--- src/rtl/weight_rom_reader_pkg.sv ---
// ---------------------------------------------------------------------------
// weight_rom_reader_pkg
// Shared definitions for the RL weight ROM / GEMM blocks: default ROM
// geometry, the reader FSM state encoding, and a helper that sizes FIFO
// occupancy counters.
// ---------------------------------------------------------------------------
package weight_rom_reader_pkg;

    localparam int WRR_ADDR_W = 8;
    localparam int WRR_DATA_W = 16;

    typedef enum logic [1:0] {
        ST_IDLE  = 2'd0,
        ST_RUN   = 2'd1,
        ST_DRAIN = 2'd2,
        ST_FIN   = 2'd3
    } wrr_state_e;

    // An occupancy counter must represent 0..depth inclusive.
    function automatic int wrr_count_w(input int depth);
        return $clog2(depth) + 1;
    endfunction

endpackage

--- src/rtl/weight_rom_reader_sync_fifo.sv ---
// ---------------------------------------------------------------------------
// sync_fifo
// Single-clock first-word-fall-through FIFO. The head entry is visible on
// rd_data whenever rd_valid is high; rd_en pops it.
//
// Ports
//   clk, rst      clock, asynchronous active-low reset
//   wr_en/wr_data push request and payload (dropped if full with no pop)
//   rd_en         pop request (ignored when empty)
//   rd_data       head entry
//   rd_valid      FIFO not empty
//   count         current occupancy, 0..DEPTH
// ---------------------------------------------------------------------------
module sync_fifo
    import weight_rom_reader_pkg::*;
#(
    parameter int WIDTH = WRR_DATA_W,
    parameter int DEPTH = 4,
    localparam int AW = $clog2(DEPTH),
    localparam int CW = wrr_count_w(DEPTH)
) (
    input  logic             clk,
    input  logic             rst,
    input  logic             wr_en,
    input  logic [WIDTH-1:0] wr_data,
    input  logic             rd_en,
    output logic [WIDTH-1:0] rd_data,
    output logic             rd_valid,
    output logic [CW-1:0]    count
);

    localparam logic [AW-1:0] PTR_ONE = {{(AW-1){1'b0}}, 1'b1};
    localparam logic [CW-1:0] COUNT_FULL = CW'(DEPTH);

    logic [WIDTH-1:0] mem [DEPTH];
    logic [AW-1:0]    wr_ptr;
    logic [AW-1:0]    rd_ptr;
    logic             full;
    logic             do_wr;
    logic             do_rd;

    assign full     = (count == COUNT_FULL);
    assign rd_valid = (count != '0);
    assign rd_data  = mem[rd_ptr];
    assign do_rd    = rd_en && rd_valid;
    // A push into a full FIFO is fine when the head is leaving the same cycle.
    assign do_wr    = wr_en && (!full || do_rd);

    always_ff @(posedge clk or negedge rst) begin
        if (!rst) begin
            wr_ptr <= '0;
            rd_ptr <= '0;
            count  <= '0;
            for (int i = 0; i < DEPTH; i++) begin
                mem[i] <= '0;
            end
        end else begin
            if (do_wr) begin
                mem[wr_ptr] <= wr_data;
                wr_ptr      <= wr_ptr + PTR_ONE;
            end
            if (do_rd) begin
                rd_ptr <= rd_ptr + PTR_ONE;
            end
            count <= count + {{(CW-1){1'b0}}, do_wr} - {{(CW-1){1'b0}}, do_rd};
        end
    end

endmodule

--- src/rtl/weight_rom_reader.sv ---
// ---------------------------------------------------------------------------
// weight_rom_reader
// Streams a burst of consecutive words out of a synchronous weight ROM onto a
// valid/ready interface. Reads are issued only while the output buffer plus
// the reads still in the ROM pipeline leave room, so no beat is ever lost
// under backpressure.
//
// Ports
//   clk, rst        clock, asynchronous active-low reset
//   start           burst request, sampled only while idle
//   base_addr, len  first address and word count (0..2^ADDR_W), latched on start
//   rom_addr        address presented to the ROM (registered)
//   rom_data        ROM output, valid one cycle after rom_addr
//   m_valid/m_data/m_last/m_ready  output stream
//   busy            burst in progress
//   done            one-cycle pulse when the burst completes
// ---------------------------------------------------------------------------
module weight_rom_reader
    import weight_rom_reader_pkg::*;
#(
    parameter int ADDR_W = WRR_ADDR_W,
    parameter int DATA_W = WRR_DATA_W,
    parameter int FIFO_D = 4
) (
    input  logic              clk,
    input  logic              rst,
    input  logic              start,
    input  logic [ADDR_W-1:0] base_addr,
    input  logic [ADDR_W:0]   len,
    output logic [ADDR_W-1:0] rom_addr,
    input  logic [DATA_W-1:0] rom_data,
    output logic              m_valid,
    output logic [DATA_W-1:0] m_data,
    output logic              m_last,
    input  logic              m_ready,
    output logic              busy,
    output logic              done
);

    localparam int CW = wrr_count_w(FIFO_D);
    localparam logic [CW:0]     OCC_LIMIT = (CW + 1)'(FIFO_D);
    localparam logic [ADDR_W:0] LEN_ONE   = {{ADDR_W{1'b0}}, 1'b1};
    localparam logic [ADDR_W-1:0] ADDR_ONE = {{(ADDR_W-1){1'b0}}, 1'b1};

    wrr_state_e state;
    wrr_state_e state_next;

    logic [ADDR_W:0] reads_left;
    logic [ADDR_W:0] beats_left;
    logic            rom_valid;
    logic [1:0]      in_flight;
    logic [CW-1:0]   fifo_count;
    logic [CW:0]     occupancy;
    logic            issue;
    logic            xfer;
    logic            last_read;
    logic            last_beat;

    // Everything already committed to the buffer: stored words plus reads
    // still travelling through the ROM register.
    assign occupancy = {1'b0, fifo_count} + {{(CW - 1){1'b0}}, in_flight};
    assign xfer      = m_valid && m_ready;
    assign last_read = (reads_left == LEN_ONE);
    assign last_beat = (beats_left == LEN_ONE);
    assign m_last    = m_valid && last_beat;

    always_ff @(posedge clk or negedge rst) begin
        if (!rst) begin
            state <= ST_IDLE;
        end else begin
            state <= state_next;
        end
    end

    always_comb begin
        state_next = state;
        unique case (state)
            ST_IDLE: begin
                if (start) begin
                    state_next = (len == '0) ? ST_FIN : ST_RUN;
                end
            end
            ST_RUN: begin
                if (issue && last_read) begin
                    state_next = ST_DRAIN;
                end
            end
            ST_DRAIN: begin
                if (xfer && last_beat) begin
                    state_next = ST_FIN;
                end
            end
            ST_FIN: begin
                state_next = ST_IDLE;
            end
            default: begin
                state_next = ST_IDLE;
            end
        endcase
    end

    always_comb begin
        busy  = 1'b0;
        done  = 1'b0;
        issue = 1'b0;
        unique case (state)
            ST_IDLE: begin
            end
            ST_RUN: begin
                busy  = 1'b1;
                issue = (occupancy < OCC_LIMIT) && (reads_left != '0);
            end
            ST_DRAIN: begin
                busy = 1'b1;
            end
            ST_FIN: begin
                done = 1'b1;
            end
            default: begin
            end
        endcase
    end

    // rom_addr is loaded with the base on the start edge so the first read
    // is presented to the ROM in the very first RUN cycle. After the final
    // read the address is left where it is.
    always_ff @(posedge clk or negedge rst) begin
        if (!rst) begin
            rom_addr   <= '0;
            reads_left <= '0;
            beats_left <= '0;
            rom_valid  <= 1'b0;
            in_flight  <= '0;
        end else begin
            rom_valid <= issue;
            in_flight <= in_flight + {1'b0, issue} - {1'b0, rom_valid};
            if (state == ST_IDLE && start && len != '0) begin
                rom_addr   <= base_addr;
                reads_left <= len;
                beats_left <= len;
            end else begin
                if (issue) begin
                    reads_left <= reads_left - LEN_ONE;
                    if (!last_read) begin
                        rom_addr <= rom_addr + ADDR_ONE;
                    end
                end
                if (xfer) begin
                    beats_left <= beats_left - LEN_ONE;
                end
            end
        end
    end

    sync_fifo #(
        .WIDTH (DATA_W),
        .DEPTH (FIFO_D)
    ) u_fifo (
        .clk      (clk),
        .rst      (rst),
        .wr_en    (rom_valid),
        .wr_data  (rom_data),
        .rd_en    (m_ready),
        .rd_data  (m_data),
        .rd_valid (m_valid),
        .count    (fifo_count)
    );

endmodule

--- config.mk ---
export PLATFORM = sky130hd
export DESIGN_NAME = weight_rom_reader
export DESIGN_NICKNAME = d
export VERILOG_FILES = /design/src/rtl/weight_rom_reader_pkg.sv /design/src/rtl/weight_rom_reader_sync_fifo.sv /design/src/rtl/weight_rom_reader.sv
export SDC_FILE = /design/constraint.sdc
export NUM_CORES = 1
export LEC_CHECK = 0
export CORE_ASPECT_RATIO = 1.75
export CORE_MARGIN = 5
export CORE_UTILIZATION = 55
export CTS_CLUSTER_DIAMETER = 80
export DETAILED_ROUTE_END_ITERATION = 8
export HOLD_SLACK_MARGIN = 0.03
export PLACE_DENSITY = 0.9
export SYNTH_ARGS = -nofsm -noshare
export SYNTH_HDL_FRONTEND = slang
export SYNTH_SLANG_ARGS = --single-unit
--- constraint.sdc ---
create_clock -name clk -period 2.95 [get_ports clk]
set_input_delay 0.4425 -clock clk [delete_from_list [all_inputs] [get_ports clk]]
set_output_delay 0.4425 -clock clk [all_outputs]
set_load 0.02 [all_outputs]
==> out/metrics.csv, run 1 <==
metric,value,unit
cap_violations,0,
worstPathMaxFanout,14,
drv_slew,0,
fin_crit_sh,89.8,%
crit_cells,3,
busiest_layer,met2,
worstPathArrival,2.21,ns
cts_setup_buffers,0,
ys_seq_area_share,50.5,%
required,2.51,ns
grt_use_met1,20.8,%
start_util,56.0,%
grt_overflow,0,
synth_most_common_cell,dfrtp_1,
routed_via_density,5.65,
clock_path_buffers,2,
clk_latency,0.34,ns
grt_usage,19.8,%
yosysUniqueCellTypes,48,
synthTopCellsByArea,"dfrtp_1 50%, mux2_1 14%, mux4_2 7.1%",
dp_hpwl,7560,µm
powerDensity,1140,mW/mm²
dieArea,0.0113,mm²
area_delta_synth_final,20.9,%
syn_avg_cell_area,13.1,µm²
antenna_found_initial,0,
diodes,0,
fp.coreArea,0.00904,mm²
pwr-share-comb,45.7,%
irDropWorstVdd,0.674,mV
cp_num_buf_inv,2,
synth_flop_cell,dfrtp_1,
die_y,137,µm
yosys.area.top_type,dfrtp_1,
cts.clk_slew.worst_paths,0.07,ns
fin_worst_skew,0.00863,ns
synth.top_cell.area_share,50.5,%
hold_viol_final,0,
grt_pass1_wl,16800,µm
place_congestion,0.895,
dpl.cell_count,564,
wirelength,10100,µm
p_clk_share,16.6,%
ys_seq_elements,102,
final_cells,579,
power_switching,2.49,mW
die_w,82.5,µm
synth_edf_count,0,
grt_max_degree,54,
worst_path_largest_cell_delay,0.56,ns
report.final.setup_viol,0,
synthCells,387,
async_reset_ff_share,100,%
power_frac_seq,37.7,%
rows,46,
crit_path_start_kind,register,
fin_setup_tns,0,ns
cellLeakagePower,2.63,nW
htree_levels,3,
pin_count,65,
crit_family,buffers and inverters,
antenna_left,0,
slowest_stage,clkdlybuf4s50_1,
worst-setup-path-type,register to primary output,
final_nets,513,
rsz0062_at_grt,no,
relSlewSlack,53.8,%
syn_area,0.00506,mm²
intPower,4.46,mW
cts.sinks,102,
synthTopCellsByCount,"102 x dfrtp_1, 64 x mux2_1, 25 x nor2_1",
status,completed,
firstDrtPassIters,4,
drc,0,
ys_warn_count,0,
portBuffers,64,
reg2reg_depth,8,
wire_per_inst,17.5,µm
cts.repair.resized,0,
tightest_slew,0.692,ns
vias,3269,
tritoncts,built,
cts-buffers-inserted,9,
drt_iter0_drc,118,
drive_above_1_share,10.9,%
grt_pass1_vias,3629,
root_buffer,clkbuf_16,
p_sw_share,35.9,%
use_met3,3.56,%
hold_path_class,input pin to async pin,
crit_chain,buf_12 > mux4_2 > clkdlybuf4s50_1,
fmax,377,MHz
met2_usage,36.0,%
cp-end-kind,primary output,
period_needed,2.65,ns
postCtsHoldBufs,0,
synth_fp_nets,445,
[through the flow]
stage / util [%] / area, µm² / power, mW / hold slack (ns) / worst slack (ns)
final: 67.7 / 6110 / 6.95 / 0.148 / 0.300
after global routing: 67.7 / 6110 / 7.40 / 0.205 / 0.189
after CTS: 67.7 / 6110 / 7.03 / 0.173 / 0.252
after detailed placement: 64.5 / 5830 / 5.86 / 0.465 / 0.380
after global placement: 64.5 / 5830 / 5.68 / 0.460 / 0.482
after floorplan: - / 5060 / 4.70 / 0.147 / 0.710
[registers in the layout, indices dropped and copies added (netlist names), 3 cells and up]
name / flops
beats_left: 9
reads_left: 9
u_fifo.mem: 64
u_fifo.count: 3
rom_addr: 8
[layout by cell type, fill, tap and decap left out, types with 2 or more instances in the layout]
cell,netlist,layout
nor4b_2,2,2
or3_1,2,2
mux4_2,16,16
nand3b_1,2,2
nand2_4,4,4
nand2_1,9,9
mux2i_1,3,3
nor4_1,6,6
nand3_1,14,14
inv_2,3,3
inv_1,14,14
ha_1,20,20
a31oi_1,3,3
xnor2_1,18,18
a21oi_1,24,24
clkbuf_16,0,9
mux2_1,64,64
clkbuf_1,6,4
dfrtp_1,102,102
nor3_1,6,6
xor2_1,9,9
nor2_1,25,25
buf_4,2,6
o21ai_1,3,3
buf_12,0,2
clkdlybuf4s50_1,0,63
nand4b_1,2,2
[metal layers]
layer  share of wire [%]  up-vias
met2                  56       72
li1                    -     1525
met1                  37     1644
met3                 3.0       28
met5                   0        -
met4                 4.1        0
[kinds of logic (layout without fill, tap and decap cells)]
group                      Yosys count  in the layout  share of synthesized area, %
DFF                                102            102                          50.5
and+or+nand+nor                     85             85                          9.95
muxes                               84             84                          22.2
AOI/OAI and AO/OA                   37             37                          4.28
buffers and inverters               31            103                          3.09
xor gates and xnor gates            27             27                          4.68
adders and majority gates           21             21                          5.34
[path summary, 6_finish.rpt]
kind                             startpoint               end  slack, ns
min                                     rst    u_fifo.mem[33]       0.15
max                        u_fifo.rd_ptr[0]         m_data[2]       0.30
max in group asynchronous               rst    u_fifo.mem[24]       2.10
max reg2reg                 u_fifo.count[1]   u_fifo.count[2]       0.49
min reg2reg                u_fifo.rd_ptr[1]  u_fifo.rd_ptr[1]       0.47
min in group clk           u_fifo.rd_ptr[1]  u_fifo.rd_ptr[1]       0.47
[cell type report]
class	count	area, µm²
clock buffer	14	254
fill	677	2920
timing repair buffer	71	716
multi-input combinational	254	2350
sequential	102	2550
clock inverter	1	30.0
inverter	17	63.8
tap	120	150
[power by group through the flow]
| stage | logic [mW] | clock network (mW) | registers, mW |
|---|---|---|---|
| 6_report | 3.18 | 1.15 | 2.62 |
| 3_5_place_dp | 3.22 | 0 | 2.64 |
| 2_1_floorplan | 2.17 | 0 | 2.53 |
| 5_1_grt | 3.46 | 1.24 | 2.71 |
| 3_3_place_gp | 3.11 | 0 | 2.57 |
| 4_1_cts | 3.24 | 1.17 | 2.62 |
(Power assumes the default switching activity.)
==> run 2, diff against run 1 <==
==> constraint.sdc (replaced) <==
create_clock -name clk -period 2.95 [get_ports clk]
set_input_delay 0.4425 -clock clk [delete_from_list [all_inputs] [get_ports clk]]
set_output_delay 0.4425 -clock clk [all_outputs]
set_load 0.01 [all_outputs]
==> run 2 against run 1 <==
  * Global-route usage is 1.1 points higher
  * Final area is 0.53% higher
  * Register-to-register slack got worse by 0.07 ns
  * Flip-flop and latch count stayed put
  * Worst hold slack better by 0.0011 ns
  * Power is 1.7% lower
  * Cell count rose by 0.17%
  * Combinational power is 6% lower
  * Largest power group unchanged
==> out/metrics.csv, run 2 (same netlist as run 1, synthesis figures left out) <==
metric,value,unit,change
grt_usage,20.9,%,was 19.8%
setup_ws,0.377,ns,was 0.300 ns
power_switching,2.34,mW,was 2.49 mW
grt_pass1_wl,17700,µm,was 16800 µm
dp_hpwl,7740,µm,was 7560 µm
regArea,0.00255,mm²,unchanged
portBuffers,64,,unchanged
dieArea,0.0113,mm²,unchanged
crit_path_start_kind,register,,unchanged
diodes,0,,unchanged
antenna_left,0,,unchanged
pin_count,65,,unchanged
drc,0,,unchanged
cts-buffers-inserted,9,,unchanged
grt_pass1_vias,3696,,was 3629
cp-end-kind,primary output,,unchanged
powerDensity,1110,mW/mm²,was 1140 mW/mm²
cts.sinks,102,,unchanged
n_fill_cell,657,,was 677
clk_latency,0.34,ns,about the same
final_nets,513,,unchanged
worstPathMaxFanout,14,,unchanged
irDropWorstVdd,0.732,mV,was 0.674 mV
required,2.51,ns,about the same
die_y,137,µm,unchanged
hold_viol_final,0,,unchanged
largest_reg_flops,64,,unchanged
final_cells,580,,was 579
drt_iter0_drc,124,,was 118
grt_overflow,0,,unchanged
worst-setup-path-type,register to primary output,,unchanged
tritoncts,built,,unchanged
cts_setup_buffers,0,,unchanged
antenna_found_initial,0,,unchanged
wirelength,10600,µm,was 10100 µm
firstDrtPassIters,4,,unchanged
power_frac_seq,38.5,%,was 37.7%
fin_setup_tns,0,ns,unchanged
rsz0062_at_grt,no,,unchanged
cts.clk_slew.worst_paths,0.07,ns,about the same
wire_per_inst,18.3,µm,was 17.5 µm
grt_max_degree,53,,was 54
period_needed,2.57,ns,was 2.65 ns
status,completed,,unchanged
multi_input_area,0.00235,mm²,unchanged
post-route-util,68.0,%,was 67.7%
final_cell_mix,"102 x dfrtp_1, 64 x mux2_1, 63 x clkdlybuf4s50_1",,unchanged
regMostFlops,u_fifo.mem,,unchanged
final_common_cell,dfrtp_1,,unchanged
relSlewSlack,54.7,%,was 53.8%
start_util,56.0,%,unchanged
finalPower,6.83,mW,was 6.95 mW
fin_crit_sh,87.2,%,was 89.8%
cts.repair.resized,0,,unchanged
worstPathArrival,2.13,ns,was 2.21 ns
dpl_worst_slack,0.354,ns,was 0.380 ns
fp.coreArea,0.00904,mm²,unchanged
drv_slew,0,,unchanged
p_clk_share,17.6,%,was 16.6%
postCtsHoldBufs,0,,unchanged
vias,3319,,was 3269
dpl.cell_count,564,,unchanged
htree_levels,3,,unchanged
cellLeakagePower,2.66,nW,was 2.63 nW
top_regs,"u_fifo.mem (64), beats_left (9), reads_left (9)",,unchanged
hold_path_class,input pin to async pin,,unchanged
rows,46,,unchanged
root_buffer,clkbuf_16,,unchanged
p_sw_share,34.2,%,was 35.9%
clock_path_buffers,2,,unchanged
routed_via_density,5.72,,was 5.65
place_congestion,0.889,,was 0.895
pwr-share-comb,44.0,%,was 45.7%
tightest_slew,0.679,ns,was 0.692 ns
die_w,82.5,µm,unchanged
drive_above_1_share,12.0,%,was 10.9%
fmax,389,MHz,was 377 MHz
fin_worst_skew,0.00730,ns,was 0.00863 ns
report.final.setup_viol,0,,unchanged
cap_violations,0,,unchanged
intPower,4.50,mW,was 4.46 mW
area_delta_synth_final,21.5,%,was 20.9%
run 2: changes by cell type in the layout (fill, tap and decap cells not counted):
cell       change
clkinv_4       +1
clkbuf_1       -4
bufinv_16      -1
clkbuf_8       +5
run 2: metrics by stage:
| step | area (µm²) | hold slack, ns |
|---|---|---|
| floorplan | 5060 | 0.147 |
| global placement | 5830 | 0.460 |
| detailed placement | 5830 | 0.463 |
| CTS | 6150 | 0.165 |
| global route | 6150 | 0.204 |
| finish | 6150 | 0.150 |
run 2: worst max-delay path, stage by stage (launching register included):
cell and delay [ns]:
dfrtp_1 0.55, buf_12 0.22, mux4_2 0.53, clkdlybuf4s50_1 0.50
run 2: final timing paths:
path	cells after the start	slack, ns	endpoint	startpoint
worst max-delay path	3	0.38	m_data[2]	u_fifo.rd_ptr[0]
worst min-delay path	1	0.15	state[1]	rst
worst max register to register	8	0.42	u_fifo.count[2]	u_fifo.count[1]
worst min register to register	1	0.48	u_fifo.rd_ptr[1]	u_fifo.rd_ptr[1]
max in group asynchronous	2	2.09	u_fifo.mem[59]	rst
min in group clk	1	0.48	u_fifo.rd_ptr[1]	u_fifo.rd_ptr[1]
run 2: area by class of cell:
cell class | instances | share of cell area (%)
Timing Repair Buffer | 71 | 11.6
Sequential cell | 102 | 41.5
Multi-Input combinational cell | 254 | 38.2
Tap cell | 120 | 2.44
Inverter | 17 | 1.04
Clock inverter | 1 | 0.142
Clock buffer | 15 | 5.01
run 2: routing by layer:
layer  share of wire, %  vias to the layer above  GRT usage, %  wire [µm]
li1                   -                     1529             -          -
met1                 36                     1688          23.3       3840
met2                 57                       74          37.5       6080
met3                2.9                       28          3.16        303
met4                3.7                        0          10.3        396
met5                  0                        -             0          0
run 2: power groups by stage:
stage	Combinational, mW	Clock (mW)	Sequential (mW)
floorplan	1.97	0	2.49
global placement	2.89	0	2.57
detailed placement	3.03	0	2.64
CTS	3.05	1.22	2.63
global route	3.28	1.28	2.73
finish	3.00	1.20	2.63
==> run 3, diff against run 2 <==
--- a/config.mk
+++ b/config.mk
@@ -12,6 +12,7 @@
 export DETAILED_ROUTE_END_ITERATION = 8
 export HOLD_SLACK_MARGIN = 0.03
 export PLACE_DENSITY = 0.9
+export SETUP_SLACK_MARGIN = 0.05
 export SYNTH_ARGS = -nofsm -noshare
 export SYNTH_HDL_FRONTEND = slang
 export SYNTH_SLANG_ARGS = --single-unit
==> results of run 3 <==
Final layout, timing and power as in run 2 (identical DEF).
